==> src/rtl/suma_pf_seq.sv <==
`timescale 1ns/1ps
// suma_pf_seq -- multi-cycle handshaked floating-point adder/subtractor.
//
// Operands are IEEE-754 style words {sign, exp, man} with bias 2^(EXP_W-1)-1.
// Each operation runs through align / add / normalise / round.
// Denormal inputs are flushed to zero. NaN and Inf operands are resolved
// early, but they still follow the same path, so latency is always 4 edges
// from accept to out_valid.
//
// Rounding mode is set at build time by the macro SUMA_PF_RNE_EN:
//   defined   : round-to-nearest-even, overflow gives +/-Inf
//   undefined : truncate toward zero, overflow saturates to max finite
//
// Ports
//   clk        single clock, rising edge
//   rst_n      asynchronous active-low reset
//   in_valid   operands and op valid
//   in_ready   block can accept (IDLE only)
//   a, b       operands, W = 1+EXP_W+MAN_W bits
//   op         0 = a+b, 1 = a-b
//   out_valid  result and flags valid (DONE)
//   out_ready  consumer accepts result
//   result     sum / difference
//   flags      {invalid, overflow, underflow, inexact}
//
// state | meaning
// IDLE  | waiting for operands, in_ready high
// ALIGN | unpack, detect specials, swap, align smaller significand
// ADD   | add or subtract aligned significands
// NORM  | normalise, detect underflow or exact zero
// ROUND | round, detect overflow, register result and flags
// DONE  | result presented until out_ready
module suma_pf_seq #(
   parameter int EXP_W = 8,
   parameter int MAN_W = 23
) (
   input  logic                   clk,
   input  logic                   rst_n,
   input  logic                   in_valid,
   output logic                   in_ready,
   input  logic [EXP_W+MAN_W:0]   a,
   input  logic [EXP_W+MAN_W:0]   b,
   input  logic                   op,
   output logic                   out_valid,
   input  logic                   out_ready,
   output logic [EXP_W+MAN_W:0]   result,
   output logic [3:0]             flags
);

   localparam int W   = 1 + EXP_W + MAN_W;
   localparam int M   = MAN_W + 4;          // hidden, mantissa, guard, round, sticky
   localparam int XW  = EXP_W + 2;          // signed working exponent
   localparam int LZW = $clog2(M + 1);

   localparam logic [2:0] IDLE  = 3'd0;
   localparam logic [2:0] ALIGN = 3'd1;
   localparam logic [2:0] ADD   = 3'd2;
   localparam logic [2:0] NORM  = 3'd3;
   localparam logic [2:0] ROUND = 3'd4;
   localparam logic [2:0] DONE  = 3'd5;

   localparam logic signed [XW-1:0] EXP_ONE = XW'(1);
   localparam logic signed [XW-1:0] EXP_MAX = XW'((1 << EXP_W) - 1);
   localparam logic [W-1:0] QNAN = {1'b0, {EXP_W{1'b1}}, 1'b1, {(MAN_W-1){1'b0}}};

   logic [2:0]              state;
   logic [W-1:0]            aReg, bReg;
   logic [M-1:0]            bigSig, smallSig, normSig;
   logic                    bigSign, effSub, resSign;
   logic signed [XW-1:0]    expReg;
   logic [M:0]              sumReg;
   logic                    forceEn;
   logic [W-1:0]            forceRes;
   logic [3:0]              forceFlags;

   assign in_ready  = (state == IDLE);
   assign out_valid = (state == DONE);

   // ---------------- ALIGN datapath ----------------
   logic                aSign, bSign, aZero, bZero, aInf, bInf, aNan, bNan, swap;
   logic [EXP_W-1:0]    aExp, bExp, bigExpC, smallExpC, expDiff;
   logic [MAN_W-1:0]    aMan, bMan;
   logic [W-2:0]        aMag, bMag;
   logic [M-1:0]        aSigC, bSigC, bigSigC, smallSigC, smallAligned;
   logic [2*M-1:0]      shExt;
   logic                specNan, specInf;
   logic [W-1:0]        specRes;

   assign aSign = aReg[W-1];
   assign bSign = bReg[W-1];
   assign aExp  = aReg[W-2:MAN_W];
   assign bExp  = bReg[W-2:MAN_W];
   assign aMan  = aReg[MAN_W-1:0];
   assign bMan  = bReg[MAN_W-1:0];
   assign aZero = (aExp == '0);
   assign bZero = (bExp == '0);
   assign aInf  = (aExp == '1) && (aMan == '0);
   assign bInf  = (bExp == '1) && (bMan == '0);
   assign aNan  = (aExp == '1) && (aMan != '0);
   assign bNan  = (bExp == '1) && (bMan != '0);

   // Flushed denormals compare as zero magnitude.
   assign aMag  = aZero ? '0 : aReg[W-2:0];
   assign bMag  = bZero ? '0 : bReg[W-2:0];
   assign swap  = (bMag > aMag);

   assign aSigC     = aZero ? '0 : {1'b1, aMan, 3'b000};
   assign bSigC     = bZero ? '0 : {1'b1, bMan, 3'b000};
   assign bigSigC   = swap ? bSigC : aSigC;
   assign smallSigC = swap ? aSigC : bSigC;
   assign bigExpC   = swap ? bExp : aExp;
   assign smallExpC = swap ? aExp : bExp;
   assign expDiff   = bigExpC - smallExpC;

   always_comb begin
      shExt        = '0;
      smallAligned = '0;
      if (int'(expDiff) > M - 1) begin
         smallAligned = {{(M-1){1'b0}}, |smallSigC};
      end else begin
         // Low half of the extended vector holds everything shifted out.
         shExt        = {smallSigC, {M{1'b0}}} >> expDiff;
         smallAligned = shExt[2*M-1:M] | {{(M-1){1'b0}}, |shExt[M-1:0]};
      end
   end

   assign specNan = aNan | bNan | (aInf & bInf & (aSign ^ bSign));
   assign specInf = aInf | bInf;
   assign specRes = specNan ? QNAN : {(aInf ? aSign : bSign), {EXP_W{1'b1}}, {MAN_W{1'b0}}};

   // ---------------- ADD datapath ----------------
   logic [M:0] sumC;
   assign sumC = effSub ? ({1'b0, bigSig} - {1'b0, smallSig})
                        : ({1'b0, bigSig} + {1'b0, smallSig});

   // ---------------- NORM datapath ----------------
   logic [LZW-1:0]       lz;
   logic signed [XW-1:0] lzExt, normExpC;
   logic [M-1:0]         normShifted;

   always_comb begin
      lz = LZW'(M);
      for (int i = 0; i < M; i++) begin
         if (sumReg[i]) lz = LZW'(M - 1 - i);
      end
   end

   assign lzExt       = XW'(lz);
   assign normExpC    = expReg - lzExt;
   assign normShifted = sumReg[M-1:0] << lz;

   // ---------------- ROUND datapath ----------------
   logic [MAN_W:0]       mantC;
   logic                 roundInc, inexactC, ovfC;
   logic [MAN_W+1:0]     roundedC;
   logic signed [XW-1:0] finalExp;
   logic [MAN_W-1:0]     finalMan;
   logic [W-1:0]         ovfRes, roundRes;
   logic [3:0]           roundFlags;

   assign mantC    = normSig[M-1:3];
   assign inexactC = |normSig[2:0];
`ifdef SUMA_PF_RNE_EN
   assign roundInc = normSig[2] & (normSig[1] | normSig[0] | mantC[0]);
   assign ovfRes   = {resSign, {EXP_W{1'b1}}, {MAN_W{1'b0}}};
`else
   assign roundInc = 1'b0;
   assign ovfRes   = {resSign, {(EXP_W-1){1'b1}}, 1'b0, {MAN_W{1'b1}}};
`endif
   assign roundedC   = {1'b0, mantC} + {{(MAN_W+1){1'b0}}, roundInc};
   assign finalExp   = roundedC[MAN_W+1] ? (expReg + EXP_ONE) : expReg;
   assign finalMan   = roundedC[MAN_W+1] ? roundedC[MAN_W:1] : roundedC[MAN_W-1:0];
   assign ovfC       = (finalExp >= EXP_MAX);
   assign roundRes   = ovfC ? ovfRes : {resSign, finalExp[EXP_W-1:0], finalMan};
   assign roundFlags = ovfC ? 4'b0101 : {3'b000, inexactC};

   // ---------------- sequencer ----------------
   always_ff @(posedge clk or negedge rst_n) begin
      if (!rst_n) begin
         state      <= IDLE;
         aReg       <= '0;
         bReg       <= '0;
         bigSig     <= '0;
         smallSig   <= '0;
         normSig    <= '0;
         bigSign    <= 1'b0;
         effSub     <= 1'b0;
         resSign    <= 1'b0;
         expReg     <= '0;
         sumReg     <= '0;
         forceEn    <= 1'b0;
         forceRes   <= '0;
         forceFlags <= '0;
         result     <= '0;
         flags      <= '0;
      end else begin
         case (state)
            IDLE: begin
               if (in_valid) begin
                  aReg  <= a;
                  bReg  <= {b[W-1] ^ op, b[W-2:0]};
                  flags <= '0;
                  state <= ALIGN;
               end
            end
            ALIGN: begin
               bigSig     <= bigSigC;
               smallSig   <= smallAligned;
               expReg     <= $signed({2'b00, bigExpC});
               bigSign    <= swap ? bSign : aSign;
               effSub     <= aSign ^ bSign;
               forceEn    <= specNan | specInf;
               forceRes   <= specRes;
               forceFlags <= specNan ? 4'b1000 : 4'b0000;
               state      <= ADD;
            end
            ADD: begin
               sumReg  <= sumC;
               resSign <= (sumC == '0) ? 1'b0 : bigSign;
               state   <= NORM;
            end
            NORM: begin
               if (!forceEn) begin
                  if (sumReg[M]) begin
                     normSig <= sumReg[M:1] | {{(M-1){1'b0}}, sumReg[0]};
                     expReg  <= expReg + EXP_ONE;
                  end else if (sumReg == '0) begin
                     forceEn    <= 1'b1;
                     forceRes   <= '0;
                     forceFlags <= 4'b0000;
                  end else if (normExpC[XW-1] || (normExpC == '0)) begin
                     forceEn    <= 1'b1;
                     forceRes   <= {resSign, {(W-1){1'b0}}};
                     forceFlags <= 4'b0011;
                  end else begin
                     normSig <= normShifted;
                     expReg  <= normExpC;
                  end
               end
               state <= ROUND;
            end
            ROUND: begin
               result <= forceEn ? forceRes : roundRes;
               flags  <= forceEn ? forceFlags : roundFlags;
               state  <= DONE;
            end
            DONE: begin
               if (out_ready) state <= IDLE;
            end
            default: state <= IDLE;
         endcase
      end
   end

endmodule

==> config.mk <==
export PLATFORM = sky130hd
export DESIGN_NAME = suma_pf_seq
export DESIGN_NICKNAME = d
export VERILOG_FILES = /design/src/rtl/suma_pf_seq.sv
export SDC_FILE = /design/constraint.sdc
export NUM_CORES = 1
export LEC_CHECK = 0
export CORE_MARGIN = 2
export CORE_UTILIZATION = 55
export DETAILED_ROUTE_END_ITERATION = 10
export GPL_TIMING_DRIVEN = 0
export PLACE_DENSITY = 0.81
export RECOVER_POWER = 25
export REMOVE_ABC_BUFFERS = 1
export SYNTH_ARGS = -nofsm -noshare
export SYNTH_HDL_FRONTEND = slang
export SYNTH_SLANG_ARGS = --single-unit
==> constraint.sdc <==
create_clock -name clk -period 7.31 [get_ports clk]
set_clock_uncertainty 0.2 [all_clocks]
set_input_delay 2.193 -clock clk [delete_from_list [all_inputs] [get_ports clk]]
set_output_delay 2.193 -clock clk [all_outputs]
set_load 0.02 [all_outputs]
Word level (Yosys, flattened, before mapping)

Cells that the tools add are included.

Logic and storage cells: 153
Input bits: 69
Bits in registers: 261

Mux-type cells: 74
Equality and inequality tests: 16
Shift-type cells: 2
Magnitude comparators: 3
Reduce and logical (&&, ||, !) cells: 26
Bitwise logic cells: 11
Add/sub/neg operators: 5

Operators by type and width:

| kind                                  | count |
|---|---|
| two-way mux 32 bit                    | 6 |
| two-way mux 27 bit                    | 5 |
| two-way mux 5 bit                     | 26 |
| two-way mux 31 bit                    | 3 |
| two-way mux 26 bit                    | 3 |
| case mux 32 bit (2 select lines)      | 1 |
| logical NOT 28 bit                    | 2 |
| OR reduction 27 bit                   | 2 |
| right shift 54 x 8 -> 54 bit          | 1 |
| logical NOT 23 bit                    | 2 |
| nonzero test 23 bit                   | 2 |
| two-way mux 10 bit                    | 4 |
| > comparator 31 bit                   | 1 |
| adder 27 x 27 -> 28 bit               | 1 |
| two-way mux 28 bit                    | 1 |
| two-way mux 4 bit                     | 7 |
| subtractor 27 x 27 -> 28 bit          | 1 |
| bitwise OR 27 x 1 -> 27 bit           | 1 |
| << shifter 27 x 5 -> 26 bit           | 1 |
| bitwise OR 26 x 1 -> 26 bit           | 1 |
| case mux 10 bit (2 select lines)      | 1 |
| case mux 3 bit (6 select lines)       | 1 |
| == test 8 bit (second input constant) | 2 |
| logical NOT 8 bit                     | 2 |
| 28 further kinds                      | 60 |

Longest topological paths before layout

Gate-level depths: netlist of the first run.

Depth in word-level cells: 35
Gate-level depth with buffers: 33

Worst setup path before layout of the first run

OpenSTA, ideal clock, no wires.

Path type: reg2reg
Start: register bReg[23]
End: register smallSig[26]
Buffers on the path: 8
Period minus slack after synthesis: 7259 ps
Arrival time: 6978 ps
Setup slack: 51 ps
Cell stages (with the launch flop): 30
Library setup time: 81 ps
Required time: 7029 ps
Path through: dfrtp_1 clkbuf_1 nor4_1 nand2_1 clkbuf_1 clkbuf_1 and2_1 ha_1 nand4_1 or4_1 or4_4 o21a_2 nor2_2 buf_4 buf_4 buf_2 buf_1 a21oi_1 ha_1 o21ai_0 nor2_1 a2111oi_0 a2111oi_2 nor4_1 xor2_1 or4_1 buf_2 or3_4 or3_4 o22ai_2

Word-level cells in the longest chain between the ends: 8

Ends and longest elaborated chain:

| what                                        | line     | source |
|---|---|---|
| start: declaration                          | 67       | `logic [W-1:0] aReg, bReg;` |
| start signal: assignment                    | 201      | `bReg <= {b[W-1] ^ op, b[W-2:0]};` |
| logical NOT 8 bit                           | 96       | `assign bZero = (bExp == '0);` |
| two-way mux 31 bit                          | 104      | `assign bMag = bZero ? '0 : bReg[W-2:0];` |
| > comparator 31 bit                         | 105      | `assign swap = (bMag > aMag);` |
| two-way mux 8 bit, on equally long branches | 111, 112 |  |
| subtractor 8 bit                            | 113      | `assign expDiff = bigExpC - smallExpC;` |
| right shift 54 x 8 -> 54 bit                | 122      | `shExt = {smallSigC, {M{1'b0}}} >> expDiff;` |
| bitwise OR 27 x 1 -> 27 bit                 | 123      | `smallAligned = shExt[2*M-1:M] \| {{(M-1){1'b0}}, \|shExt[M-1:0]};` |
| two-way mux 27 bit *                        | 118      | `if (int'(expDiff) > M - 1) begin` |
| end signal: assignment                      | 208      | `smallSig <= smallAligned;` |
| end: declaration                            | 68       | `logic [M-1:0] bigSig, smallSig, normSig;` |

Mark *: on every way between the ends. The rest lies on a longest branch, timed or not.
A chain may end at the register's enable or synchronous reset.

Final worst setup path of the first run

Start: register sumReg[5]
End: register normSig[25]

Word-level cells in the longest chain between the ends: 27

Ends and longest elaborated chain:

| what                             | line | source |
|---|---|---|
| start: declaration               | 71   | `logic [M:0] sumReg;` |
| start signal: assignment         | 218  | `sumReg <= sumC;` |
| two-way mux 5 bit (22 in series) | 144  | `if (sumReg[i]) lz = LZW'(M - 1 - i);` |
| subtractor 10 x 6 -> 10 bit      | 149  | `assign normExpC = expReg - lzExt;` |
| logical NOT 10 bit               | 231  | `end else if (normExpC[XW-1] \|\| (normExpC == '0)) begin` |
| logical OR 1 bit                 | 231  |  |
| inequality test 2 bit (no line)  | -    |  |
| AND reduction 4 bit (no line)    | -    |  |
| end signal: assignment           | 225  | `normSig <= sumReg[M:1] \| {{(M-1){1'b0}}, sumReg[0]};` |
| end signal: assignment           | 236  | `normSig <= normShifted;` |
| end: declaration                 | 68   |  |

Several ways; a longest one is shown, not always the timed one. The select of a mux whose other input is x is not followed.

==> metrics.md, run 1 <==
| Metric | Value |
|---|---|
| Outcome | complete, but fails checks |
| Violations in the final reports | max-capacitance violations, max-slew violations |
| Area taken by flip-flops and latches | roughly 0.0057 sq mm |
| First-pass GRT wire length | 84170 um |
| Boundary pin count | 107 |
| Layout fillers | 2807 |
| Congestion Overflow GR | 0 |
| Clock Path Buffers | 3 |
| Total clock sinks | 226 |
| Chip Width | 184.3 um |
| Layout Area Growth over Synthesis | 13.19% |
| Number of antenna violations at the first check in global routing | 0 |
| # H-tree levels | 1 |
| Required time of the critical path | around 7500 ps |
| Category of the most critical setup path | reg2reg |
| Worst setup timing slack at the placement stage | -2436 ps |
| Worst path setup slack after routing | 383.6 ps |
| Height of the chip | 184.3 um |
| Cell area after technology mapping | 0.01788 sq mm |
| Final std cells w/o fill | 2728 |
| Yosys Warn Count | 0 |
| Antenna cells | 0 |
| Worst-case headroom to the max-slew limit | -0.8874 |
| Count of vias placed by the detailed router | 17240 |
| Minimum clock period | 6926 ps |
| Clk Latency, worst-skew pair | 540 ps |
| Sequential area share after synthesis | 0.3162 |
| Die area | 0.03398 sq mm |
| RSZ-0062 raised after global routing | false |
| Pin count of the biggest net entering global routing | 110 |
| TritonCTS clock tree | yes |
| Worst min path class | reg2reg |
| Post-cts hold buffer count | 0 |
| Area after detailed placement | 0.01914 sq mm |
| Total of flip-flops plus latches after synthesis | about 230 |
| Number of slew-limit violations in the final report | 184 |
| RePlAce Congestion | 0.9640 |
| Max_cap viols | 3 |
| Post-Layout Inst Area | 0.02024 sq mm |
| Mean Syn Cell Area | 7.854 sq um |
| Row cnt | 66 |
| Average via count per standard cell | 6.320 |
| Number of design rule violations left after detail routing | 0 |
| Final Hold Violating Endpoints | 0 |
| Detailed Route Iter0 Violations | 1532 |
| Quantity of I/O buffers inserted on ports | about 110 |
| Instance count of the mapped netlist | 2277 |
| Initial Utilization | 0.5539 |
| Fraction of layout instances using a drive strength above 1 | 0.08836 |
| Avg WL per Cell | 19.22 um |
| Number of synthesized flops with an enable pin | 0 |
| Yosys cell types | 95 |
| Post-CTS clock slew at the launch and capture registers of the worst setup and hold paths | around 60 ps |
| Post-DRT Antenna Nets | 0 |
| Startpoint Class | register |
| Measured slew at the worst slew-check pin | 2831 ps |
| Total track usage | 0.3036 |
| Number of cells after detailed placement | 2670 |
| Critical Path End Type | register |
| Master cell of the clock root buffer | sky130_fd_sc_hd__clkbuf_16 |
| Placeable core area | 0.03229 sq mm |
| Nets | 2400 |
| Fraction of registers with async set or reset after synthesis | 1.000 |
| Setup violation total in the final timing report | 0 |
| 1st-pass router iterations | 7 |
| Most frequently used flop master after synthesis | sky130_fd_sc_hd__dfrtp_1 |
| Data arrival time of the critical path | 7130 ps |
| Placed wire-length estimate after detailed placement | roughly 38000 um |
| Inserted Clock Buffers | 26 |
| Via count of the first global-routing pass | 16140 |
| Top fanout value on the critical path | 57 |
| Final worst path period share | 0.9475 |
| Maximum operating frequency | 144.4 MHz |
| Overall routed net length | 52430 um |
| Area of the multi-input gates | 0.01160 sq mm |
==> logic make-up (layout without fill, tap and decap cells) <==
| logic type | after synthesis | in the layout | synth area share |
|---|---|---|---|
| xor+xnor | 75 | 75 | 0.03715 |
| mux | 149 | 149 | 0.09137 |
| fa+ha+maj | 64 | 64 | 0.04519 |
| buf+inv | 222 | 226 | 0.04890 |
| flops | 226 | 226 | 0.3162 |
| compound gates | 676 | 677 | 0.2409 |
| simple gates | 865 | 869 | 0.2203 |
==> cell type report <==
type | count | share of cell area
Multi-Input combinational cell | 1834 | 0.5731
Sequential cell | 226 | 0.2795
Timing Repair Buffer | 124 | 0.06477
Clock buffer | 37 | 0.03770
Tap cell | 442 | 0.02732
Inverter | 55 | 0.01082
Clock inverter | 10 | 0.006799
==> critical path: stages (launching register included) <==
cell and delay, ps:
sky130_fd_sc_hd__dfrtp_1 500, sky130_fd_sc_hd__nor2_1 200, sky130_fd_sc_hd__o31ai_1 100, sky130_fd_sc_hd__a211oi_1 320, sky130_fd_sc_hd__o31ai_1 110, sky130_fd_sc_hd__a21boi_0 250
sky130_fd_sc_hd__o311ai_0 270, sky130_fd_sc_hd__a311oi_4 500, sky130_fd_sc_hd__clkinvlp_4 590, sky130_fd_sc_hd__fa_1 630, sky130_fd_sc_hd__a21o_1 190, sky130_fd_sc_hd__a21oi_1 240
sky130_fd_sc_hd__o21ai_0 170, sky130_fd_sc_hd__xor2_1 170, sky130_fd_sc_hd__nand4_1 130, sky130_fd_sc_hd__o21ai_0 90, sky130_fd_sc_hd__o311a_1 140, sky130_fd_sc_hd__o21ai_0 150
sky130_fd_sc_hd__a21oi_1 120, sky130_fd_sc_hd__or3_2 560, sky130_fd_sc_hd__buf_12 220, sky130_fd_sc_hd__a221o_1 280, sky130_fd_sc_hd__a211oi_1 520, sky130_fd_sc_hd__a21oi_1 90
==> layer usage <==
metal	global-route usage	vias to the layer above	wire length [um]
met4	0.1427	0	2813
met2	0.5140	674	24750
met3	0.03497	173	3105
met5	0	-	0
li1	-	8198	-
met1	0.3877	8196	21770
==> cell usage after synthesis, types with 23 or more instances <==
library cell | n | share of area
sky130_fd_sc_hd__xor2_1 | 25 | 0.012
sky130_fd_sc_hd__nor4_1 | 27 | 0.0094
sky130_fd_sc_hd__mux2_2 | 74 | 0.047
sky130_fd_sc_hd__a21o_1 | 25 | 0.010
sky130_fd_sc_hd__nor2b_1 | 23 | 0.0080
sky130_fd_sc_hd__nand2_1 | 406 | 0.085
sky130_fd_sc_hd__clkbuf_1 | 135 | 0.028
sky130_fd_sc_hd__dfrtp_1 | 226 | 0.32
sky130_fd_sc_hd__nor3_1 | 55 | 0.015
sky130_fd_sc_hd__and2_1 | 40 | 0.014
sky130_fd_sc_hd__nor2_1 | 175 | 0.037
sky130_fd_sc_hd__inv_1 | 51 | 0.011
sky130_fd_sc_hd__a21oi_1 | 164 | 0.046
sky130_fd_sc_hd__nand3_1 | 31 | 0.0087
sky130_fd_sc_hd__ha_1 | 63 | 0.044
sky130_fd_sc_hd__o31ai_1 | 30 | 0.013
sky130_fd_sc_hd__o21ai_0 | 209 | 0.058
sky130_fd_sc_hd__a211oi_1 | 40 | 0.017
sky130_fd_sc_hd__mux2i_1 | 71 | 0.040
sky130_fd_sc_hd__xnor2_1 | 49 | 0.024
==> placed cells by master, fill, tap and decap left out, types with 31 or more instances in the layout <==
master,count
sky130_fd_sc_hd__nor2_1,173
sky130_fd_sc_hd__mux2_2,74
sky130_fd_sc_hd__clkdlybuf4s50_1,105
sky130_fd_sc_hd__nor3_1,55
sky130_fd_sc_hd__a211oi_1,39
sky130_fd_sc_hd__ha_1,62
sky130_fd_sc_hd__o21ai_0,208
sky130_fd_sc_hd__dfrtp_1,223
sky130_fd_sc_hd__xnor2_1,47
sky130_fd_sc_hd__nand2_1,404
sky130_fd_sc_hd__nand3_1,31
sky130_fd_sc_hd__mux2i_1,69
sky130_fd_sc_hd__a21oi_1,164
sky130_fd_sc_hd__and2_1,39
sky130_fd_sc_hd__inv_1,51
==> state kept, by name, summed over array words and instances, names as in the netlist <==
signal	cells
sumReg	28
expReg	10
bigSig	24
effSub	1
bigSign	1
state	3
normSig	26
result	32
flags	4
forceFlags	1
resSign	1
smallSig	27
aReg	32
forceEn	1
forceRes	3
bReg	32
==> final timing paths <==
check	start	end	slack, ps	depth (start not counted)
setup / recovery	sumReg[5]$_DFFE_PN0P_	normSig[25]$_DFFE_PN0P_	380	23
hold / removal	result[6]$_DFFE_PN0P_	result[6]$_DFFE_PN0P_	270	2
setup reg to reg	sumReg[5]$_DFFE_PN0P_	normSig[25]$_DFFE_PN0P_	380	23
hold reg to reg	result[6]$_DFFE_PN0P_	result[6]$_DFFE_PN0P_	270	2
max in group asynchronous	rst_n	aReg[19]$_DFFE_PN0P_	1490	3
min in group asynchronous	rst_n	flags[3]$_DFFE_PN0P_	2360	1
==> what timing repair did <==
| item | CTS | global route |
|---|---|---|
| endpoints found under the hold margin | 0 | 0 |
| setup buffers | 1 | 5 |
| pin swaps | 4 | 7 |
| gates resized for setup | 17 | 11 |
| cloned | 3 | 2 |
| setup endpoints to repair | 27 | 35 |
==> through the flow <==
| step | util | setup TNS, ps | hold slack, ps |
|---|---|---|---|
| global route | 0.6270 | 0 | 292.2 |
| finish | 0.6270 | 0 | 271.3 |
| floorplan | - | -18440 | 237.9 |
| CTS | 0.6245 | 0 | 278.1 |
| global placement | 0.5832 | -1398660 | 258.2 |
| detailed placement | 0.5929 | -47420 | 265.1 |
Power of run 1 is not shown: default switching activity piles up to over one toggle a cycle in this logic, so the estimate is an artifact.
==> run 2, diff against run 1 <==
CORE_ASPECT_RATIO = 0.9   (was not set)
SLEW_MARGIN = 20   (was not set)
==> run 2 against run 1 <==
Critical path type unchanged. Highest routed layer unchanged. The run still ends with max-capacitance violations, max-slew violations left. Critical path depth increased by 1. Die area is essentially flat. Sequential cell count is the same. Non-clock buffer count grew 3. Register-to-register slack got worse by 190 ps. Via count down 1.5%. Final cell count down 1.0%. Largest cell class unchanged. Global-route usage down 0.33 points. Final area grew 0.17%. Utilization grew 0.75 points.
==> metrics.md, run 2 (synthesis gave the netlist of run 1 again) <==
| Metric | Value |
|---|---|
| Worst-case headroom to the max-slew limit | -1.371 (-0.4840) |
| Overall routed net length | 51920 um (-0.98%) |
| TritonCTS clock tree | yes |
| Antenna cells | 0 (unchanged) |
| Maximum operating frequency | 140.6 MHz (-2.6%) |
| 1st-pass router iterations | 7 (unchanged) |
| Placed wire-length estimate after detailed placement | 38580 um (+2.1%) |
| Final Hold Violating Endpoints | 0 (unchanged) |
| Fraction of layout instances using a drive strength above 1 | 0.08932 (+0.0009530) |
| Quantity of I/O buffers inserted on ports | 106 (unchanged) |
| Final Util | 0.6345 (+0.007527) |
| Post-DRT Antenna Nets | 0 (unchanged) |
| Number of antenna violations at the first check in global routing | 0 (unchanged) |
| Max_cap viols | 3 (unchanged) |
| Leading cell type in the layout, fill and taps excluded | sky130_fd_sc_hd__nand2_1 |
| Total clock sinks | 226 (unchanged) |
| Number of slew-limit violations in the final report | 190 (+3.3%) |
| Final worst path period share | 0.9732 (+0.02567) |
| Layout Area Growth over Synthesis | 13.39% |
| Master cell of the clock root buffer | sky130_fd_sc_hd__clkbuf_16 |
| Count of vias placed by the detailed router | 16990 (-1.5%) |
| Initial Utilization | 0.5596 (+0.005681) |
| Boundary pin count | 107 (unchanged) |
| Placeable core area | 0.03196 sq mm (-1.0%) |
| Critical Path Source | bReg[26]$_DFFE_PN0P_ |
| Most frequent cells in the layout | sky130_fd_sc_hd__nand2_1, sky130_fd_sc_hd__dfrtp_1, sky130_fd_sc_hd__o21ai_0, sky130_fd_sc_hd__nor2_1, sky130_fd_sc_hd__a21oi_1 |
| Average via count per standard cell | 6.293 (-0.43%) |
| Detailed Route Iter0 Violations | 1487 (-2.9%) |
| Setup violation total in the final timing report | 0 (unchanged) |
| Pin count of the biggest net entering global routing | 110 (unchanged) |
| Area after detailed placement | 0.01923 sq mm (+0.45%) |
| Clock Path Buffers | 3 (unchanged) |
| RePlAce Congestion | 0.9483 (-1.6%) |
| Setup slack of the worst register-to-register path | 200 ps (-190 ps) |
| Startpoint of the lowest-slack register-to-register path | bReg[26]$_DFFE_PN0P_ |
| Number of design rule violations left after detail routing | 0 (unchanged) |
| Worst min path class | reg2reg |
| Via count of the first global-routing pass | 16200 (+0.37%) |
| Cell depth of the worst flop-to-flop path | 24 (+4.3%) |
| Chip Width | 194.1 um (+5.3%) |
| First-pass GRT wire length | 84680 um (+0.61%) |
| Post-Layout Inst Area | 0.02028 sq mm (+0.17%) |
| Startpoint Class | register |
| Congestion Overflow GR | 0 (unchanged) |
| Clk Latency, worst-skew pair | 550 ps (about the same) |
| Largest registers | aReg (32), bReg (32), result (32) |
| Outcome | complete, but fails checks |
| Layout fillers | 2798 (-0.32%) |
| Nets | 2399 (-0.042%) |
| Avg WL per Cell | 19.23 um (about the same) |
| Height of the chip | 175.1 um (-5.0%) |
| Die area | 0.03398 sq mm (about the same) |
| # H-tree levels | 1 (unchanged) |
| Worst path setup slack after routing | 195.9 ps (-187.7 ps) |
| Inserted Clock Buffers | 26 (unchanged) |
| Minimum clock period | 7114 ps (+187.7 ps) |
| Violations in the final reports | max-capacitance violations, max-slew violations |
| Data arrival time of the critical path | 7350 ps (+220 ps) |
| Required time of the critical path | 7550 ps (+40 ps) |
| Measured slew at the worst slew-check pin | 3557 ps (+726.0 ps) |
| Critical Path End Type | register |
| Category of the most critical setup path | reg2reg |
| Last element of the critical path | smallSig[0]$_DFFE_PN0P_ |
| Worst setup timing slack at the placement stage | -2079 ps (+356.4 ps) |
| Top fanout value on the critical path | 36 (-37%) |
| Reg2reg end | smallSig[0]$_DFFE_PN0P_ |
| Row cnt | 62 (-6.1%) |
| Total track usage | 0.3003 (-0.003269) |
| RSZ-0062 raised after global routing | true |
| Post-CTS clock slew at the launch and capture registers of the worst setup and hold paths | 60 ps (about the same) |
| Hold Path Stages | 1 (-1) |
| Post-cts hold buffer count | 0 (unchanged) |
[run 2: worst min-delay path by stage]
stage / from / to / slack (ps)
after floorplan: normSig[18]$_DFFE_PN0P_ / normSig[18]$_DFFE_PN0P_ / 240
after global placement: normSig[18]$_DFFE_PN0P_ / normSig[18]$_DFFE_PN0P_ / 250
after detailed placement: normSig[18]$_DFFE_PN0P_ / normSig[18]$_DFFE_PN0P_ / 260
after CTS: normSig[21]$_DFFE_PN0P_ / normSig[21]$_DFFE_PN0P_ / 270
after global routing: normSig[0]$_DFFE_PN0P_ / normSig[0]$_DFFE_PN0P_ / 300
final: normSig[21]$_DFFE_PN0P_ / normSig[21]$_DFFE_PN0P_ / 270
[run 2: per-layer routing]
metal  track usage  up-vias  routed length [um]
li1              -     8180                   -
met1        0.4008     8036               22240
met2        0.5010      645               24190
met3       0.02972      129                3026
met4        0.1256        0                2459
met5             0        -                   0
[run 2: worst max-delay path, cell delays in order, from the launching register on]
cell	delay [ps]
sky130_fd_sc_hd__dfrtp_2	540
sky130_fd_sc_hd__nor4_4	470
sky130_fd_sc_hd__nand2_8	240
sky130_fd_sc_hd__and2_1	260
sky130_fd_sc_hd__ha_1	310
sky130_fd_sc_hd__nand4_1	100
sky130_fd_sc_hd__or4_1	630
sky130_fd_sc_hd__or4_4	470
sky130_fd_sc_hd__o21a_2	210
sky130_fd_sc_hd__nor2_4	130
sky130_fd_sc_hd__nor2_1	60
sky130_fd_sc_hd__a21oi_1	230
sky130_fd_sc_hd__ha_4	340
sky130_fd_sc_hd__inv_4	280
sky130_fd_sc_hd__nor2_1	190
sky130_fd_sc_hd__a22oi_1	380
sky130_fd_sc_hd__mux2i_1	120
sky130_fd_sc_hd__o211ai_1	380
sky130_fd_sc_hd__nor2_1	90
sky130_fd_sc_hd__o21ai_1	220
sky130_fd_sc_hd__nand4_2	180
sky130_fd_sc_hd__nor3b_2	220
sky130_fd_sc_hd__a41oi_1	120
sky130_fd_sc_hd__or3_1	350
sky130_fd_sc_hd__a31o_1	220
[run 2: layout make-up]
type                            count  area (sq um)  area share
Sequential cell                   226          5659      0.2791
Clock buffer                       33         748.2     0.03690
Tap cell                          416         520.5     0.02567
Inverter                           55         215.2     0.01061
Clock inverter                     13         185.2    0.009131
Multi-Input combinational cell   1830         11590      0.5715
Timing Repair Buffer              127          1361     0.06713
[run 2: through the flow]
stage          hold slack, ps  setup TNS, ps  cells
3_3_place_gp            254.9       -1388600   2632
4_1_cts                 274.8              0   2696
6_report                270.8              0   2700
2_1_floorplan           237.9         -18440   2110
3_5_place_dp            259.4         -35860   2649
5_1_grt                 300.5         -111.8   2700
[run 2: timing repair]
action                     CTS  global route
resized for setup           12            14
pin swaps                    1             5
setup endpoints to repair   30            23
cloned                       0             1
buffers inserted             1             3
Power of run 2 is left out for the same reason.
